--- src/rtl/ctrl_int_if.sv ---
// Interrupt-controller bus: device request lines, CPU control strobes, and the
// take/acknowledge outputs. The controller sits on the slave modport.
interface ctrl_int_if;
  // Strobe semantics: we_mask, ei, di and reti are single-cycle commands sampled
  // on the rising edge with no back-pressure; s_int and ack are one-cycle pulses
  // the datapath must consume in the cycle they are high (vec valid with s_int).
  logic [3:0] irq;
  logic       we_mask;
  logic [3:0] mask_in;
  logic       ei;
  logic       di;
  logic       reti;
  logic       s_int;
  logic [9:0] vec;
  logic [3:0] ack;
  logic       busy;
  logic [3:0] pend;

  modport master (
    output irq, we_mask, mask_in, ei, di, reti,
    input  s_int, vec, ack, busy, pend
  );

  modport slave (
    input  irq, we_mask, mask_in, ei, di, reti,
    output s_int, vec, ack, busy, pend
  );
endinterface

--- src/rtl/ctrl_int.sv ---
// Four-source vectored interrupt controller with global enable and one level of service.
// Optional rotating arbitration when CTRL_INT_ROUND_ROBIN_EN is defined.
module ctrl_int #(
  parameter logic [9:0] VEC_BASE = 10'h3F8
) (
  input  logic       clk,
  input  logic       reset,
  ctrl_int_if.slave  bus,
  output logic [1:0] dbg_state
);

  typedef enum logic [1:0] {
    IDLE    = 2'd0,
    TAKE    = 2'd1,
    SERVICE = 2'd2
  } state_t;

  state_t     state;
  logic [3:0] irq_q;
  logic [3:0] pend;
  logic [3:0] mask;
  logic       gie;
  logic [1:0] id;
  logic       busy;

  logic [3:0] rise;
  logic [3:0] cand;
  logic [3:0] clr;
  logic [1:0] win;
  logic       take_now;

`ifdef CTRL_INT_ROUND_ROBIN_EN
  logic [1:0] last;

  // Search begins one past the last serviced source, wrapping modulo 4.
  always_comb begin
    logic       found;
    logic [1:0] idx;
    win   = 2'd0;
    found = 1'b0;
    idx   = 2'd0;
    for (int k = 0; k < 4; k++) begin
      idx = last + 2'(k + 1);
      if (!found && cand[idx]) begin
        win   = idx;
        found = 1'b1;
      end
    end
  end
`else
  always_comb begin
    win = 2'd0;
    for (int k = 3; k >= 0; k--) begin
      if (cand[k]) win = 2'(k);
    end
  end
`endif

  assign rise     = bus.irq & ~irq_q;
  assign cand     = pend & mask;
  assign take_now = gie && (cand != 4'b0000);
  assign clr      = (state == TAKE) ? (4'b0001 << id) : 4'b0000;

  always_ff @(posedge clk) begin
    if (reset) begin
      state <= IDLE;
      irq_q <= 4'b0000;
      pend  <= 4'b0000;
      mask  <= 4'b0000;
      gie   <= 1'b0;
      id    <= 2'd0;
      busy  <= 1'b0;
`ifdef CTRL_INT_ROUND_ROBIN_EN
      last  <= 2'd3;
`endif
    end else begin
      irq_q <= bus.irq;
      // A new edge on the source being acknowledged must survive the clear.
      pend  <= (pend & ~clr) | rise;
      if (bus.we_mask) mask <= bus.mask_in;

      case (state)
        IDLE: begin
          if (take_now) begin
            state <= TAKE;
            id    <= win;
          end
          if (bus.reti)    gie <= 1'b1;
          else if (bus.di) gie <= 1'b0;
          else if (bus.ei) gie <= 1'b1;
        end
        TAKE: begin
          state <= SERVICE;
          busy  <= 1'b1;
          gie   <= 1'b0;
`ifdef CTRL_INT_ROUND_ROBIN_EN
          last  <= id;
`endif
        end
        SERVICE: begin
          // ei/di here shape the enable that reti then unconditionally restores.
          if (bus.reti) begin
            state <= IDLE;
            busy  <= 1'b0;
            gie   <= 1'b1;
          end else if (bus.di) begin
            gie <= 1'b0;
          end else if (bus.ei) begin
            gie <= 1'b1;
          end
        end
        default: begin
          state <= IDLE;
          busy  <= 1'b0;
        end
      endcase
    end
  end

  // Take outputs are suppressed during a reset cycle so an aborted take never fires.
  assign bus.s_int = (state == TAKE) && !reset;
  assign bus.ack   = bus.s_int ? (4'b0001 << id) : 4'b0000;
  assign bus.vec   = VEC_BASE + {7'b0000000, id, 1'b0};
  assign bus.busy  = busy;
  assign bus.pend  = pend;
  assign dbg_state = state;

  a_ack_onehot: assert property (@(posedge clk) bus.s_int |-> $onehot(bus.ack));
  a_no_take_in_service: assert property (@(posedge clk) disable iff (reset)
    busy |-> !bus.s_int);

endmodule

--- src/flat_wrapper.sv ---
// flat-port wrapper written by rule: the top's interface ports become plain ports
module ctrl_int_flat 
#(
  parameter logic [9:0] VEC_BASE = 10'h3F8
)
  (clk, reset, dbg_state, bus_irq, bus_we_mask, bus_mask_in, bus_ei, bus_di, bus_reti, bus_s_int, bus_vec, bus_ack, bus_busy, bus_pend);
  ctrl_int_if bus_i ();
  input  logic clk;
  input  logic reset;
  output logic [1:0] dbg_state;
  input wire logic [$bits(bus_i.irq)-1:0] bus_irq;
  input wire logic [$bits(bus_i.we_mask)-1:0] bus_we_mask;
  input wire logic [$bits(bus_i.mask_in)-1:0] bus_mask_in;
  input wire logic [$bits(bus_i.ei)-1:0] bus_ei;
  input wire logic [$bits(bus_i.di)-1:0] bus_di;
  input wire logic [$bits(bus_i.reti)-1:0] bus_reti;
  output wire logic [$bits(bus_i.s_int)-1:0] bus_s_int;
  output wire logic [$bits(bus_i.vec)-1:0] bus_vec;
  output wire logic [$bits(bus_i.ack)-1:0] bus_ack;
  output wire logic [$bits(bus_i.busy)-1:0] bus_busy;
  output wire logic [$bits(bus_i.pend)-1:0] bus_pend;
  assign bus_i.irq = bus_irq;
  assign bus_i.we_mask = bus_we_mask;
  assign bus_i.mask_in = bus_mask_in;
  assign bus_i.ei = bus_ei;
  assign bus_i.di = bus_di;
  assign bus_i.reti = bus_reti;
  assign bus_s_int = bus_i.s_int;
  assign bus_vec = bus_i.vec;
  assign bus_ack = bus_i.ack;
  assign bus_busy = bus_i.busy;
  assign bus_pend = bus_i.pend;
  ctrl_int #(.VEC_BASE(VEC_BASE)) u_core (.clk(clk), .reset(reset), .bus(bus_i), .dbg_state(dbg_state));
endmodule
--- config.mk ---
export PLATFORM = sky130hd
export DESIGN_NAME = ctrl_int_flat
export DESIGN_NICKNAME = d
export VERILOG_FILES = /design/src/rtl/ctrl_int_if.sv /design/src/rtl/ctrl_int.sv /design/src/flat_wrapper.sv
export SDC_FILE = /design/constraint.sdc
export NUM_CORES = 1
export LEC_CHECK = 0
export ABC_AREA = 1
export CORE_AREA = 2 2 50 52
export DETAILED_ROUTE_END_ITERATION = 6
export DIE_AREA = 0 0 52 54
export GPL_ROUTABILITY_DRIVEN = 0
export GPL_TIMING_DRIVEN = 0
export PLACE_DENSITY = 0.78
export SLEW_MARGIN = 15
export SYNTH_ARGS = -nofsm -noshare
export SYNTH_HDL_FRONTEND = slang
export SYNTH_SLANG_ARGS = --single-unit
--- constraint.sdc ---
create_clock -name clk -period 0.9 [get_ports clk]
set_input_delay 0.18 -clock clk [delete_from_list [all_inputs] [get_ports clk]]
set_output_delay 0.18 -clock clk [all_outputs]
set_load 0.01 [all_outputs]
==> results of run 1 <==
how the worst max path moves through the flow:
stage,depth (start not counted),endpoint,slack (ps)
6_report,6,bus_ack[0],-560
5_1_grt,6,bus_ack[0],-590
4_1_cts,6,bus_ack[1],-530
3_5_place_dp,4,bus_s_int,-910
3_3_place_gp,4,bus_ack[2],-890
2_1_floorplan,4,bus_ack[2],-60
per-layer routing:
| layer | vias to the layer above | GRT usage | routed length, µm |
|---|---|---|---|
| met4 | 0 | 0.1184 | 44 |
| met3 | 5 | 0.02500 | 113 |
| met1 | 380 | 0.1891 | 893 |
| met2 | 27 | 0.2616 | 1098 |
| li1 | 431 | - | - |
| met5 | - | 0 | 0 |
logic make-up (layout without fill, tap and decap cells):
logic type             Yosys count  after routing
other                            2              8
flip-flops                      18             18
AO/OA/AOI/OAI                   14             14
AND/OR/NAND/NOR                 54             54
buffers and inverters           21             68
sequential cells by signal, summed over array words and instances (netlist names):
register / cells
u_core.bus.pend: 4
u_core.irq_q: 4
u_core.mask: 4
u_core.dbg_state: 2
u_core.id: 2
u_core.bus.busy: 1
u_core.gie: 1
worst reg2reg max path, cell delays in order (launching register included):
cell and delay (ps):
dfxtp_4 370, inv_4 40, nor2_4 110, buf_12 130
nand3_4 70, buf_4 140, buf_6 100, a21oi_2 110
nor2_1 40
timing repair:
action,CTS,global route
setup endpoints to repair,26,24
pin swaps,6,7
buffers inserted,10,7
gates resized for setup,93,11
Yosys cell counts (all sizes together):
master / n
o21ai: 7
dfxtp: 18
a21oi: 6
buf: 9
inv: 12
conb: 2
nand2: 11
a21boi: 1
nor2: 35
nand3: 8
cell usage in the layout, fill, tap and decap left out, drive strengths merged, types with 4 or more instances in the layout:
master         Yosys  layout
dfxtp             18      18
clkbuf             0       4
nand2             11      11
nor2              35      35
conb               2       8
nand3              8       8
a21oi              6       6
inv               12      12
o21ai              7       7
buf                9      39
clkdlybuf4s50      0      12
metrics by stage:
step / instances / setup slack, ps / cell area [µm²] / total power, W
after floorplan: 115 / -55.72 / 839.6 / 0.001058
after global placement: 172 / -890.7 / 1147 / 0.001187
after detailed placement: 172 / -908.9 / 1147 / 0.001195
after CTS: 186 / -529.7 / 1350 / 0.001752
after global routing: 192 / -591.0 / 1438 / 0.001872
final: 192 / -556.2 / 1438 / 0.001798
power breakdown:
group | internal, W | switching, W
Sequential | 0.000843 | 0.0000362
Clock | 0.000247 | 0.000274
Combinational | 0.000216 | 0.000182
cell type report:
| cell class | instances | area share |
|---|---|---|
| tap | 30 | 0.02611 |
| timing repair buffer | 43 | 0.2959 |
| multi-input combinational | 76 | 0.3055 |
| clock buffer | 4 | 0.02524 |
| buffer | 9 | 0.04700 |
| sequential | 18 | 0.2654 |
| inverter | 12 | 0.03481 |
==> metrics.cfg, run 1 <==
[die]
fp.dieH_um = 54
coreArea_mm2 = 0.002320
dieArea_mm2 = 0.002808
ios = 36
rows = 18
initial_utilization = 0.3393
die_w_um = 52

[final_layout]
layout.nets = 177
diodes = 0
multi_input_comb_area_um2 = 439.2
ff_latch_area_um2 = 381.6
postLayoutCoreUtil = 0.6197
area_growth_pct = 82.67
n_fill_cell = 198
drive_gt1_frac = 0.4877

[critical_path]
slowest_delay_ps = 370
r2r_slack_ps = -330
critPathCaptureType = primary output
reg2reg_depth = 8
worst-path-buf-inv = 3
r2r-end = u_core.bus.pend[2]
crit_slowest_cell = dfxtp_4
critPathKind = reg -> out
crit_path_start = u_core.dbg_state[0]
reg2reg_from = u_core.dbg_state[0]
worst-endpoint-required_ps = 720
critical_path.top_delay_family = flip-flops
setup.worst_path.start_class = flip-flop
crit_chain = inv_4 -> nor2_4 -> buf_6 -> nand3_2 -> nor2_2 -> buf_2
critical_path.max_fanout = 2
cp.arrival_ps = 1280

[sta]
hold_ws_ps = 307.2
fmax_mhz = 686.7
setup_slack_ps = -556.2
finalCritPeriodShare = 1.618
clock_skew_ps = 1.901
hold_violations = 0
finalSetupViolations = 23
rsz0062_at_grt = true
slew_violations = 0
tns_ps = -4837
fin_crit_ps = 1456

[routing]
first_pass_iters = 4
drt-total-wl_um = 2149
avgViaCountPerCell = 4.391
routedWlPerCell_um = 11.19
ant_nets = 0
drtIter0Drc = 8
vias = 843
drc_errors = 0

[grt]
grt_overflow = 0
grt_pass1_wl_um = 3222
grt_usage = 0.1597
grt_pass1_vias = 788
antenna_found_initial = 0
grt_max_degree = 11

[min_path]
min-delay-start = reset
hold_path.class = in -> reg
hold_path_end = u_core.dbg_state[0]
hold_depth = 2

[clock_network]
cts_tree = built
clock_path_buffers = 2
htreeDepth = 1
clock-sinks = 18
clkLatencyLatePin_ps = 310
path_clk_slew_ps = 110
numCtsBuffers = 3
clock-root-buffer = clkbuf_4
cts_hold_buffers = 0

[run]
drv_cap = 0

[logic_synthesis]
synth_top_family_by_area = simple AND/OR/NAND/NOR gates
syn-instance-count = 109
ys_types = 15
synthMuxAreaShare = 0
yosysTopAreaCellShare = 0.4579
synth-adder-area-share = 0
mappedNetlistArea_um2 = 787.0
ys_ff_latch = 18
ys_warn_count = 0
synth-compound-area-share = 0.09698
synth-simple-area-share = 0.2957
synth_seq_area_share = 0.4579
synth_top_area_cell = dfxtp_1
post_synth.cell_area_avg_um2 = 7.220
ys_top_cells_by_area = dfxtp_1 46%, nor2_1 16%, buf_4 7.6%
synth_xor_xnor_area_share = 0

[status]
violations = negative setup slack
status = complete, but fails checks

[power_and_ir_drop]
p_per_area_mw_per_mm2 = 1251
peakVddDrop_mv = 1.256
p_leak_nw = 0.6513

[placement]
post-dp-hpwl_um = 1374
port_buffers = 27

No activity file was read; power rests on OpenSTA's default activity.
==> inputs of run 2 (changes only) <==
CORE_AREA = 2 2 55 57   (was 2 2 50 52)
DIE_AREA = 0 0 57 59   (was 0 0 52 54)
PLACE_DENSITY = 0.67   (was 0.78)
==> run 2 against run 1 <==
Compared with the run above:
- the run still ends with negative setup slack left
- wire length up 5.9%
- clock skew increased by 7.6 ps
- register-to-register slack improved by 60 ps
- power increased by 2.6%
- largest cell class is now multi-input combinational cells
- first-iteration DRC count rose by 25%
- critical path depth is the same
- cell area grew 5.8%
- sequential share of layout area down 1.5 points
- largest power group unchanged
- global-route usage down 2.7 points
- via count is 2.3% higher
- core utilization fell by 5.8 points
- maximum frequency decreased by 1.6%
==> metrics.cfg, run 2 (same netlist as run 1, synthesis figures left out) <==
[status]
status = complete, but fails checks
violations = negative setup slack

[power_and_ir_drop]
p_sw_frac = 0.2789
power_w = 0.001845
intPower_w = 0.001330
clkPwrFrac = 0.278
p_leak_nw = 0.7021
peakVddDrop_mv = 1.041
seqPwrFrac = 0.480
p_per_area_mw_per_mm2 = 1212
switching_power_w = 0.0005144
combinationalPowerShare = 0.242

[routing]
drc_errors = 0
first_pass_iters = 4
routedWlPerCell_um = 11.61
vias = 862
ant_nets = 0
avgViaCountPerCell = 4.398
drt-total-wl_um = 2275
drtIter0Drc = 10

[critical_path]
r2r_slack_ps = -270
reg2reg_from = u_core.dbg_state[0]
critPathKind = reg -> out
r2r-end = u_core.bus.pend[0]
crit_chain = inv_4 -> nor2_4 -> buf_6 -> nand3_4 -> nor2_2 -> buf_2
worst-endpoint-required_ps = 720
slowest_delay_ps = 380
reg2reg_depth = 7
critPathCaptureType = primary output
critical_path.max_fanout = 4
setup.worst_path.start_class = flip-flop
crit_slowest_cell = dfxtp_4
cp.arrival_ps = 1300

[sta]
fmax_mhz = 675.5
setup_slack_ps = -580.3
fin_crit_ps = 1480
hold_ws_ps = 321.1
rsz0062_at_grt = true
hold_violations = 0
finalCritPeriodShare = 1.645
finalSetupViolations = 23
clock_skew_ps = 9.503
slew_violations = 0

[placement]
port_buffers = 27
pre_cts_ws_ps = -898.7
post-dp-hpwl_um = 1386
dp_cells = 173

[final_layout]
layout.nets = 180
diodes = 0
final_common_cell = nor2_1
area_growth_pct = 93.32
n_fill_cell = 247
largestRegisters = u_core.bus.pend (4), u_core.irq_q (4), u_core.mask (4)
drive_gt1_frac = 0.5515
final_cell_mix = 25 x nor2_1, 19 x buf_6, 19 x buf_4
stdcell_count = 196

[min_path]
min-delay-start = reset
hold_path.class = in -> reg
hold_path_end = u_core.dbg_state[0]
hold_depth = 2

[grt]
grt_pass1_wl_um = 3422
grt_overflow = 0
antenna_found_initial = 0
grt_usage = 0.1330
grt_max_degree = 11
grt_pass1_vias = 836

[die]
rows = 19
ios = 36
fp.dieH_um = 59
die_w_um = 57
coreArea_mm2 = 0.002710
initial_utilization = 0.2904
dieArea_mm2 = 0.003363

[clock_network]
clock-sinks = 18
clock_path_buffers = 2
clkLatencyLatePin_ps = 300
htreeDepth = 1
cts_tree = built
path_clk_slew_ps = 110
clock-root-buffer = clkbuf_4
numCtsBuffers = 3
cts_hold_buffers = 0

[run]
drv_cap = 0

-- run 2: per-stage QoR --
step                cell area [µm²]    util  setup TNS [ps]
finish                         1521  0.5614           -5117
global route                   1521  0.5614           -6023
CTS                            1385  0.5111           -4277
detailed placement             1149  0.4238          -11150
global placement               1149  0.4238          -11060
floorplan                     839.6       -          -284.3
-- run 2: metal layers --
metal / vias up / share of wire / GRT usage
li1: 434 / - / -
met2: 33 / 0.48 / 0.2217
met4: 0 / 0.046 / 0.08970
met5: - / 0 / 0
met3: 10 / 0.062 / 0.03930
met1: 385 / 0.41 / 0.1469
-- run 2: final cells by class --
| class | count | area, µm² | share of cell area |
|---|---|---|---|
| plain buffers | 9 | 71.32 | 0.04687 |
| clock buffers | 4 | 36.28 | 0.02385 |
| inverters | 12 | 50.05 | 0.03289 |
| multi-input cells | 76 | 509.2 | 0.3347 |
| flip-flops and latches | 18 | 381.6 | 0.2508 |
| well taps | 31 | 38.79 | 0.02549 |
| repair buffers | 46 | 434.2 | 0.2854 |
-- run 2: critical path: cells and delay by family (launching register included) --
family	cells	cell delay, ps
buf+inv	3	320
simple gates	3	300
flops	1	380
-- run 2: how the worst max path moves through the flow --
| stage | to | slack (ps) | from |
|---|---|---|---|
| floorplan | bus_ack[2] | -60 | u_core.dbg_state[0] |
| global placement | bus_ack[0] | -900 | reset |
| detailed placement | bus_ack[1] | -900 | reset |
| CTS | bus_ack[1] | -580 | u_core.dbg_state[0] |
| global route | bus_ack[0] | -650 | u_core.dbg_state[0] |
| finish | bus_ack[0] | -580 | u_core.dbg_state[0] |
-- run 2: power by group through the flow --
stage	logic [W]	clock network, W	registers [W]
after global placement	0.000292	0	0.000897
final	0.000446	0.000513	0.000885
after CTS	0.000385	0.000514	0.000882
after global routing	0.000483	0.000550	0.000891
after detailed placement	0.000298	0	0.000897
after floorplan	0.000158	0	0.000900
-- run 2: timing repair --
item / 4_1_cts / 5_1_grt
endpoints found under the setup margin: 27 / 23
hold endpoints to repair: 0 / 0
gates resized for setup: 108 / 16
pin swaps: 8 / 7
buffers inserted: 11 / 8
==> inputs of run 3 (changes only) <==
CELL_PAD_IN_SITES_DETAIL_PLACEMENT = 0   (was default)
CELL_PAD_IN_SITES_GLOBAL_PLACEMENT = 1   (was default)
CORE_AREA = 2 2 61 63   (was 2 2 55 57)
DIE_AREA = 0 0 63 65   (was 0 0 57 59)
PLACE_DENSITY = 0.76   (was 0.67)
==> run 3 against run 2 <==
Compared with the run above:
- the run still ends with negative setup slack left
- clock skew rose by 6.9 ps
- setup slack improved by 16 ps
- critical endpoint is now bus_ack[1]
- maximum frequency grew 1.1%
- register-to-register slack about the same
- via count fell by 3.8%
- flip-flop and latch count stayed put
- count of clock-buffer cells in the layout unchanged
- highest routed layer unchanged
- combinational power fell by 12%
==> metrics.cfg, run 3 (same netlist as run 1, synthesis figures left out) <==
[die]
fp.dieH_um = 65
initial_utilization = 0.2251
coreArea_mm2 = 0.003496
die_w_um = 63
dieArea_mm2 = 0.004095
ios = 36
rows = 22

[final_layout]
final_cell_mix = 25 x buf_4, 25 x nor2_1, 12 x clkdlybuf4s50_1, 12 x buf_6
design_area_mm2 = 0.001440
diodes = 0
area_growth_pct = 82.99
largestRegisters = u_core.bus.pend (4), u_core.irq_q (4), u_core.mask (4)
layout.nets = 180
stdcell_count = 213
drive_gt1_frac = 0.5091
postLayoutCoreUtil = 0.4120

[power_and_ir_drop]
p_per_area_mw_per_mm2 = 1169
peakVddDrop_mv = 0.6111
p_leak_nw = 0.6555

[clock_network]
cts_tree = built
clkLatencyLatePin_ps = 300
clock-root-buffer = clkbuf_4
numCtsBuffers = 3
clock_path_buffers = 2
clock-sinks = 18
cts_hold_buffers = 0
htreeDepth = 1
path_clk_slew_ps = 110

[sta]
finalSetupViolations = 23
rsz0062_at_grt = true
slew_violations = 0
fmax_mhz = 683.0
hold_ws_ps = 319.4
tns_ps = -4607
fin_crit_ps = 1464
setup_slack_ps = -564.1
hold_violations = 0
clock_skew_ps = 16.40
finalCritPeriodShare = 1.627

[placement]
dp_cells = 190
port_buffers = 27
placed_cell_area_mm2 = 0.001170
post-dp-hpwl_um = 1424

[critical_path]
worst-endpoint-required_ps = 720
cp.arrival_ps = 1280
r2r_slack_ps = -260
critPathKind = reg -> out
setup.worst_path.start_class = flip-flop
crit_chain = inv_4 -> nor2_4 -> buf_6 -> nand3_2 -> nor2_2 -> buf_2
critPathCaptureType = primary output
slowest_delay_ps = 380
critical_path.max_fanout = 3
crit_slowest_cell = dfxtp_4

[routing]
drt-total-wl_um = 2146
drtIter0Drc = 5
vias = 829
routedWlPerCell_um = 10.08
avgViaCountPerCell = 3.892
ant_nets = 0
first_pass_iters = 2
drc_errors = 0

[grt]
grt_use_met2 = 0.1822
antenna_found_initial = 0
grt_use_met3 = 0.05208
grt_max_degree = 11
grt_pass1_vias = 806
grt_pass1_wl_um = 3401
grt_usage = 0.1060
busiest_layer = met2
grt_overflow = 0
gr-usage-met1 = 0.1130

[status]
status = complete, but fails checks
violations = negative setup slack

[min_path]
hold_path.class = in -> reg

[run]
drv_cap = 0

## run 3: final cells by class
class | instances | area, µm²
Fill cell | 382 | 2056
Multi-Input combinational cell | 76 | 447.9
Buffer | 9 | 67.56
Tap cell | 48 | 60.06
Inverter | 12 | 47.55
Timing Repair Buffer | 46 | 409.1
Sequential cell | 18 | 381.6
Clock buffer | 4 | 26.28
## run 3: where the power goes
group          leakage [nW]  switching (W)  internal (W)
logic                 0.487       0.000180      0.000213
registers             0.153      0.0000367      0.000842
clock network        0.0150       0.000239      0.000172
## run 3: layer usage
layer,part of all wire,vias to the layer above
met5,0,-
met2,0.49,29
met4,0.022,0
li1,-,434
met3,0.087,6
met1,0.40,360
## run 3: repair_timing
| action | CTS | global route |
|---|---|---|
| setup buffers | 12 | 7 |
| cloned | 0 | 0 |
| setup endpoints to repair | 28 | 24 |
| gates resized for setup | 96 | 7 |
| pin swaps | 4 | 7 |
## run 3: final timing paths
path                       start                   to  cells past startpoint
max          u_core.dbg_state[0]           bus_ack[1]                      6
min                        reset  u_core.dbg_state[0]                      2
max reg2reg  u_core.dbg_state[0]   u_core.bus.pend[0]                      7
min reg2reg   u_core.bus.pend[2]   u_core.bus.pend[2]                      2
## run 3: per-stage QoR
stage | power, W | setup WS (ps)
2_1_floorplan | 0.001058 | -55.72
3_3_place_gp | 0.001192 | -909.5
3_5_place_dp | 0.001196 | -925.2
4_1_cts | 0.001667 | -554.0
5_1_grt | 0.001799 | -649.8
6_report | 0.001683 | -564.1
## run 3: critical path: cells and delay by family (launching register included)
kind	cells	cell delay (ps)
and+or+nand+nor	3	310
DFF	1	380
buffers and inverters	3	310
==> variant 1 (settings of run 3) <==
Build with the macro `CTRL_INT_ROUND_ROBIN_EN` defined.
--- a/src/rtl/ctrl_int.sv
+++ b/src/rtl/ctrl_int.sv
@@ -1,5 +1,7 @@
 // Four-source vectored interrupt controller with global enable and one level of service.
 // Optional rotating arbitration when CTRL_INT_ROUND_ROBIN_EN is defined.
+`define CTRL_INT_ROUND_ROBIN_EN
+
 module ctrl_int #(
   parameter logic [9:0] VEC_BASE = 10'h3F8
 ) (
Formal check against the unedited RTL: not equivalent (a bounded check fails within 10 cycles, from zero or initial values and one cycle with reset high).
==> variant 1 against run 3 <==
The run still ends with setup timing left; cell area up 28%; power up 22%; sequential cell count up 2; synthesized area up 36%; combinational power up 38%; highest routed layer unchanged; die area unchanged; wire length up 39%; setup slack worse by 0.0042 ns.
==> variant 1: results (changes against run 3) <==
[status]
status=finished, violations left
failed_checks=setup timing

[logic_synthesis]
synthTopCellsByCount=37 x nor2_1, 28 x nand2_1, 20 x dfxtp_1, 15 x inv_1, 10 x nand3_1
synth.distinct_cells=23  ; +8
yosysSeqAreaShare_pct=37.4  ; -8.4 points
yosysWarnings=0  ; unchanged
yosys-top-cells-area=dfxtp_1 37%, nor2_1 13%, nand2_1 9.8%
synth-async-reset-ratio_pct=0  ; unchanged

[final_layout]
layout-drive-gt1-share_pct=52.8  ; +1.9 points
nFillCells=353  ; -7.6%
antenna_cells=0  ; unchanged
fin_nets=227  ; +26%

[placed_design]
hpwl_um=2010  ; +41%
place_ws_ns=-1.10  ; -0.175 ns
dpl-instance-area_um2=1490  ; +27%
io_buffers=27  ; unchanged

[timing]
setup_viol=26  ; +13%
timing.final.ws_setup_ns=-0.568  ; -0.00415 ns
setup_tns_ns=-6.46  ; -1.85 ns
skew_ns=0.00603  ; -0.0104 ns

[grt]
grt_pass1_wl_um=4660  ; +37%
grtUsageTotal_pct=14.3  ; +3.7 points
grt_max_degree=12  ; +1
grt_pass1_vias=1115  ; +38%
antenna_found_initial=0  ; unchanged
grtUsageMet1_pct=16.5  ; +5.2 points
met2_usage_pct=26.3  ; +8.1 points
grt_use_met3_pct=2.26  ; -3.0 points

[route]
vias_per_cell=4.36  ; +12%
drt_iter0_drc=22  ; +17
dr.pass1.iters=4  ; +2
wl_per_cell_um=11.4  ; +14%

[clocking]
cts-root-buf=clkbuf_4
cts_buffer_depth=2  ; unchanged
cts.clk_slew.worst_paths_ns=0.11  ; about the same
htree_levels=1  ; unchanged
cts-buffers-inserted=3  ; unchanged
insertion_delay_ns=0.30  ; about the same

[worst_setup_path]
slowest_stage=dfxtp_4
reg2regPathDepth=10  ; +3
crit_fanout=3  ; unchanged
slowest_delay_ns=0.38  ; about the same
arrival_ns=1.29

[power]
p_leak_nw=0.855  ; +30%
vdd_drop_max_uv=692  ; +13%

[min_path]
hp-class=primary input to register
whs_path_depth=2  ; unchanged

variant 1: cell types whose count changed after synthesis, moves of 4 or more:
cell | before | now
nand2_4 | 0 | 4
nor2_1 | 33 | 37
inv_1 | 10 | 15
nand2_1 | 9 | 28
variant 1: what timing repair did:
action | in CTS | in global routing
buffers inserted | 12 | 7
setup endpoints to repair | 32 | 27
pin swaps | 11 | 15
endpoints found under the hold margin | 0 | 0
cloned | 1 | 0
resized for setup | 97 | 29
variant 1: stage by stage:
stage / utilization (%) / cells / hold slack [ns] / total power, W
6_report: 52.8 / 260 / 0.350 / 0.00205
5_1_grt: 52.8 / 260 / 0.363 / 0.00218
4_1_cts: 48.7 / 255 / 0.343 / 0.00200
3_5_place_dp: 42.5 / 238 / 0.460 / 0.00142
3_3_place_gp: 42.5 / 238 / 0.456 / 0.00141
2_1_floorplan: - / 163 / 0.243 / 0.00126
variant 1: final timing paths:
kind | slack [ns] | start | to
max | -0.57 | u_core.dbg_state[0]$_SDFFE_PP0P_ | bus_ack[0]
min | 0.35 | reset | u_core.irq_q[0]$_SDFF_PP0_
max reg2reg | -0.40 | u_core.last[0]$_SDFFE_PP1P_ | u_core.id[0]$_SDFFE_PP0P_
min reg2reg | 0.51 | u_core.bus.busy$_SDFFE_PP0P_ | u_core.bus.busy$_SDFFE_PP0P_
variant 1: critical path, delay by kind of cell (launching register included):
family	cells	cell delay [ns]
and+or+nand+nor	3	0.31
buffers and inverters	3	0.30
DFF	1	0.38
variant 1: logic make-up after synthesis:
kind of cell           after synthesis  synth area share (%)
other                                2                 0.701
AND/OR/NAND/NOR                     89                  38.7
AO/OA/AOI/OAI                       19                  9.58
flip-flops                          20                  37.4
buffers and inverters               27                  13.7
variant 1: metal layers:
layer	up-vias	part of all wire, %	wire (µm)
li1	588	-	-
met1	518	44	1310
met2	23	52	1540
met3	5	2.7	81
met4	0	1.2	36
met5	-	0	0
variant 1: cell type report:
type,instances,area share [%]
buffer,10,4.27
clock buffer,4,1.97
inverter,17,4.27
multi-input combinational,116,40.0
sequential,20,23.5
tap,48,3.26
timing repair buffer,45,22.8
variant 1: report_power, final:
| group | switching [W] | internal [W] |
|---|---|---|
| logic | 0.000275 | 0.000266 |
| registers | 0.0000592 | 0.000935 |
| clock network | 0.000271 | 0.000247 |
==> variant 2 (flow settings as in run 3) <==
Without the edit above. Register the output `dbg_state` once more; this adds one clock of latency there. The other outputs are not delayed to match.
--- a/src/rtl/ctrl_int.sv
+++ b/src/rtl/ctrl_int.sv
@@ -123,7 +123,9 @@
   assign bus.vec   = VEC_BASE + {7'b0000000, id, 1'b0};
   assign bus.busy  = busy;
   assign bus.pend  = pend;
-  assign dbg_state = state;
+  always_ff @(posedge clk) begin
+    dbg_state <= state;
+  end
 
   a_ack_onehot: assert property (@(posedge clk) bus.s_int |-> $onehot(bus.ack));
   a_no_take_in_service: assert property (@(posedge clk) disable iff (reset)
Check against the original RTL: not equivalent (Yosys sat finds a counterexample within 4 cycles, from zero or initial values and one cycle with reset high).
==> variant 2 against run 3 <==
The run still ends with setup timing left; non-clock buffer count fell by 6; wire length fell by 8.8%; power rose by 24%; sequential cell count rose by 2; setup slack improved by 0.0061 ns; core utilization rose by 1.0 points; critical path depth fell by 1; cell area rose by 2.5%; synthesized area rose by 5.1%; critical endpoint is now bus_ack[3].
==> variant 2: results (changes against run 3) <==
[status]
status=finished, violations left
failed_checks=setup timing

[timing]
timing.final.ws_setup_ns=-0.558  ; +0.00614 ns
setup_viol=21  ; -8.7%
hold_ws_ns=0.311  ; -0.00835 ns
skew_ns=0.0137  ; -0.00266 ns

[route]
drt_iter0_drc=71  ; +66
wl_um=1960  ; -8.8%
dr.pass1.iters=4  ; +2
wl_per_cell_um=9.36  ; -7.1%
via_count=808  ; -2.5%

[logic_synthesis]
yosys-top-cells-area=dfxtp_1 48%, nor2_1 15%, buf_4 7.3%
synthTopCellsByCount=33 x nor2_1, 20 x dfxtp_1, 10 x inv_1, 9 x nand2_1
yosysSeqAreaShare_pct=48.4  ; +2.6 points
synth_flop_cell=dfxtp_1
yosysWarnings=0  ; unchanged
synth-async-reset-ratio_pct=0  ; unchanged
synth_cells=111  ; +1.8%
synth.distinct_cells=15  ; unchanged

[clocking]
cts.clk_slew.worst_paths_ns=0.12
cts-buffers-inserted=3  ; unchanged
cts-root-buf=clkbuf_4
insertion_delay_ns=0.30  ; about the same
htree_levels=1  ; unchanged
cts_buffer_depth=2  ; unchanged

[grt]
grt_pass1_vias=782  ; -3.0%
grtUsageTotal_pct=10.0  ; -0.56 points
grt_pass1_wl_um=3230  ; -5.1%
antenna_found_initial=0  ; unchanged
grt_max_degree=13  ; +2

[placed_design]
hpwl_um=1410  ; -0.60%
placedCellCount=192  ; +1.1%
io_buffers=27  ; unchanged

[worst_setup_path]
crit_fanout=5  ; +2
rrSetupSlack_ns=-0.26  ; about the same
arrival_ns=1.28  ; about the same

[final_layout]
top_regs=u_core.bus.pend: 4 flops, u_core.irq_q: 4 flops, u_core.mask: 4 flops
antenna_cells=0  ; unchanged
layout-drive-gt1-share_pct=48.4  ; -2.5 points
fin_nets=176  ; -2.2%

[power]
p_leak_nw=0.674  ; +2.8%
vdd_drop_max_uv=685  ; +12%

[min_path]
hp-class=primary input to register

[variant 2: changes by cell type after synthesis, sizes merged]
cell / change
dfxtp: +2
[variant 2: where the power goes]
part	internal, W	switching, W
Clock	0.000450	0.000268
Sequential	0.000939	0.0000407
Combinational	0.000214	0.000172
Total	0.00160	0.000480
[variant 2: area by class of cell]
class	count	area, µm²
Clock inverter	1	30.0
Buffer	9	71.3
Multi-Input combinational cell	76	433
Tap cell	48	60.1
Timing Repair Buffer	40	395
Clock buffer	3	22.5
Sequential cell	20	419
Fill cell	360	2020
Inverter	12	45.0
[variant 2: cells by family after synthesis]
| kind of cell | share of synthesized area, % |
|---|---|
| other cells | 0.908 |
| buf+inv | 13.3 |
| flops | 48.4 |
| compound gates | 9.23 |
| simple gates | 28.1 |
[variant 2: path summary, 6_finish.rpt]
check                               startpoint                            end  cells past startpoint
setup / recovery  u_core.state[1]$_SDFFE_PP0P_                     bus_ack[3]                      5
hold / removal                           reset  u_core.bus.pend[3]$_SDFF_PP0_                      2
setup reg to reg  u_core.state[1]$_SDFFE_PP0P_  u_core.bus.pend[3]$_SDFF_PP0_                      6
hold reg to reg   u_core.state[1]$_SDFFE_PP0P_    u_core.dbg_state[1]$_DFF_P_                      0
[variant 2: what timing repair did]
item                                   CTS  global route
setup endpoints to repair               26            24
gates cloned                             0             0
gates resized for setup                 97            10
endpoints found under the hold margin    0             0
setup buffers                           10             4
pin swaps                               10             8
[variant 2: critical path, cell delays in order, from the launching register on]
cell	delay, ns
dfxtp_2	0.38
nor2_4	0.18
buf_4	0.15
nand3_4	0.08
nor2_4	0.09
buf_6	0.10
[variant 2: through the flow]
| stage | setup TNS, ns | power (W) | instance area, µm² | setup WS [ns] |
|---|---|---|---|---|
| after CTS | -3.93 | 0.00208 | 1410 | -0.566 |
| final | -4.11 | 0.00208 | 1480 | -0.558 |
| after global placement | -11.20 | 0.00129 | 1200 | -0.919 |
| after global routing | -5.30 | 0.00219 | 1480 | -0.629 |
| after floorplan | -0.0949 | 0.00115 | 873 | -0.0311 |
| after detailed placement | -11.35 | 0.00129 | 1200 | -0.923 |
[variant 2: per-layer routing]
| layer | global-route usage, % | share of wire, % |
|---|---|---|
| met1 | 10.9 | 43 |
| met2 | 17.8 | 49 |
| met3 | 2.95 | 6.6 |
| met4 | 5.00 | 0.92 |
| met5 | 0 | 0 |
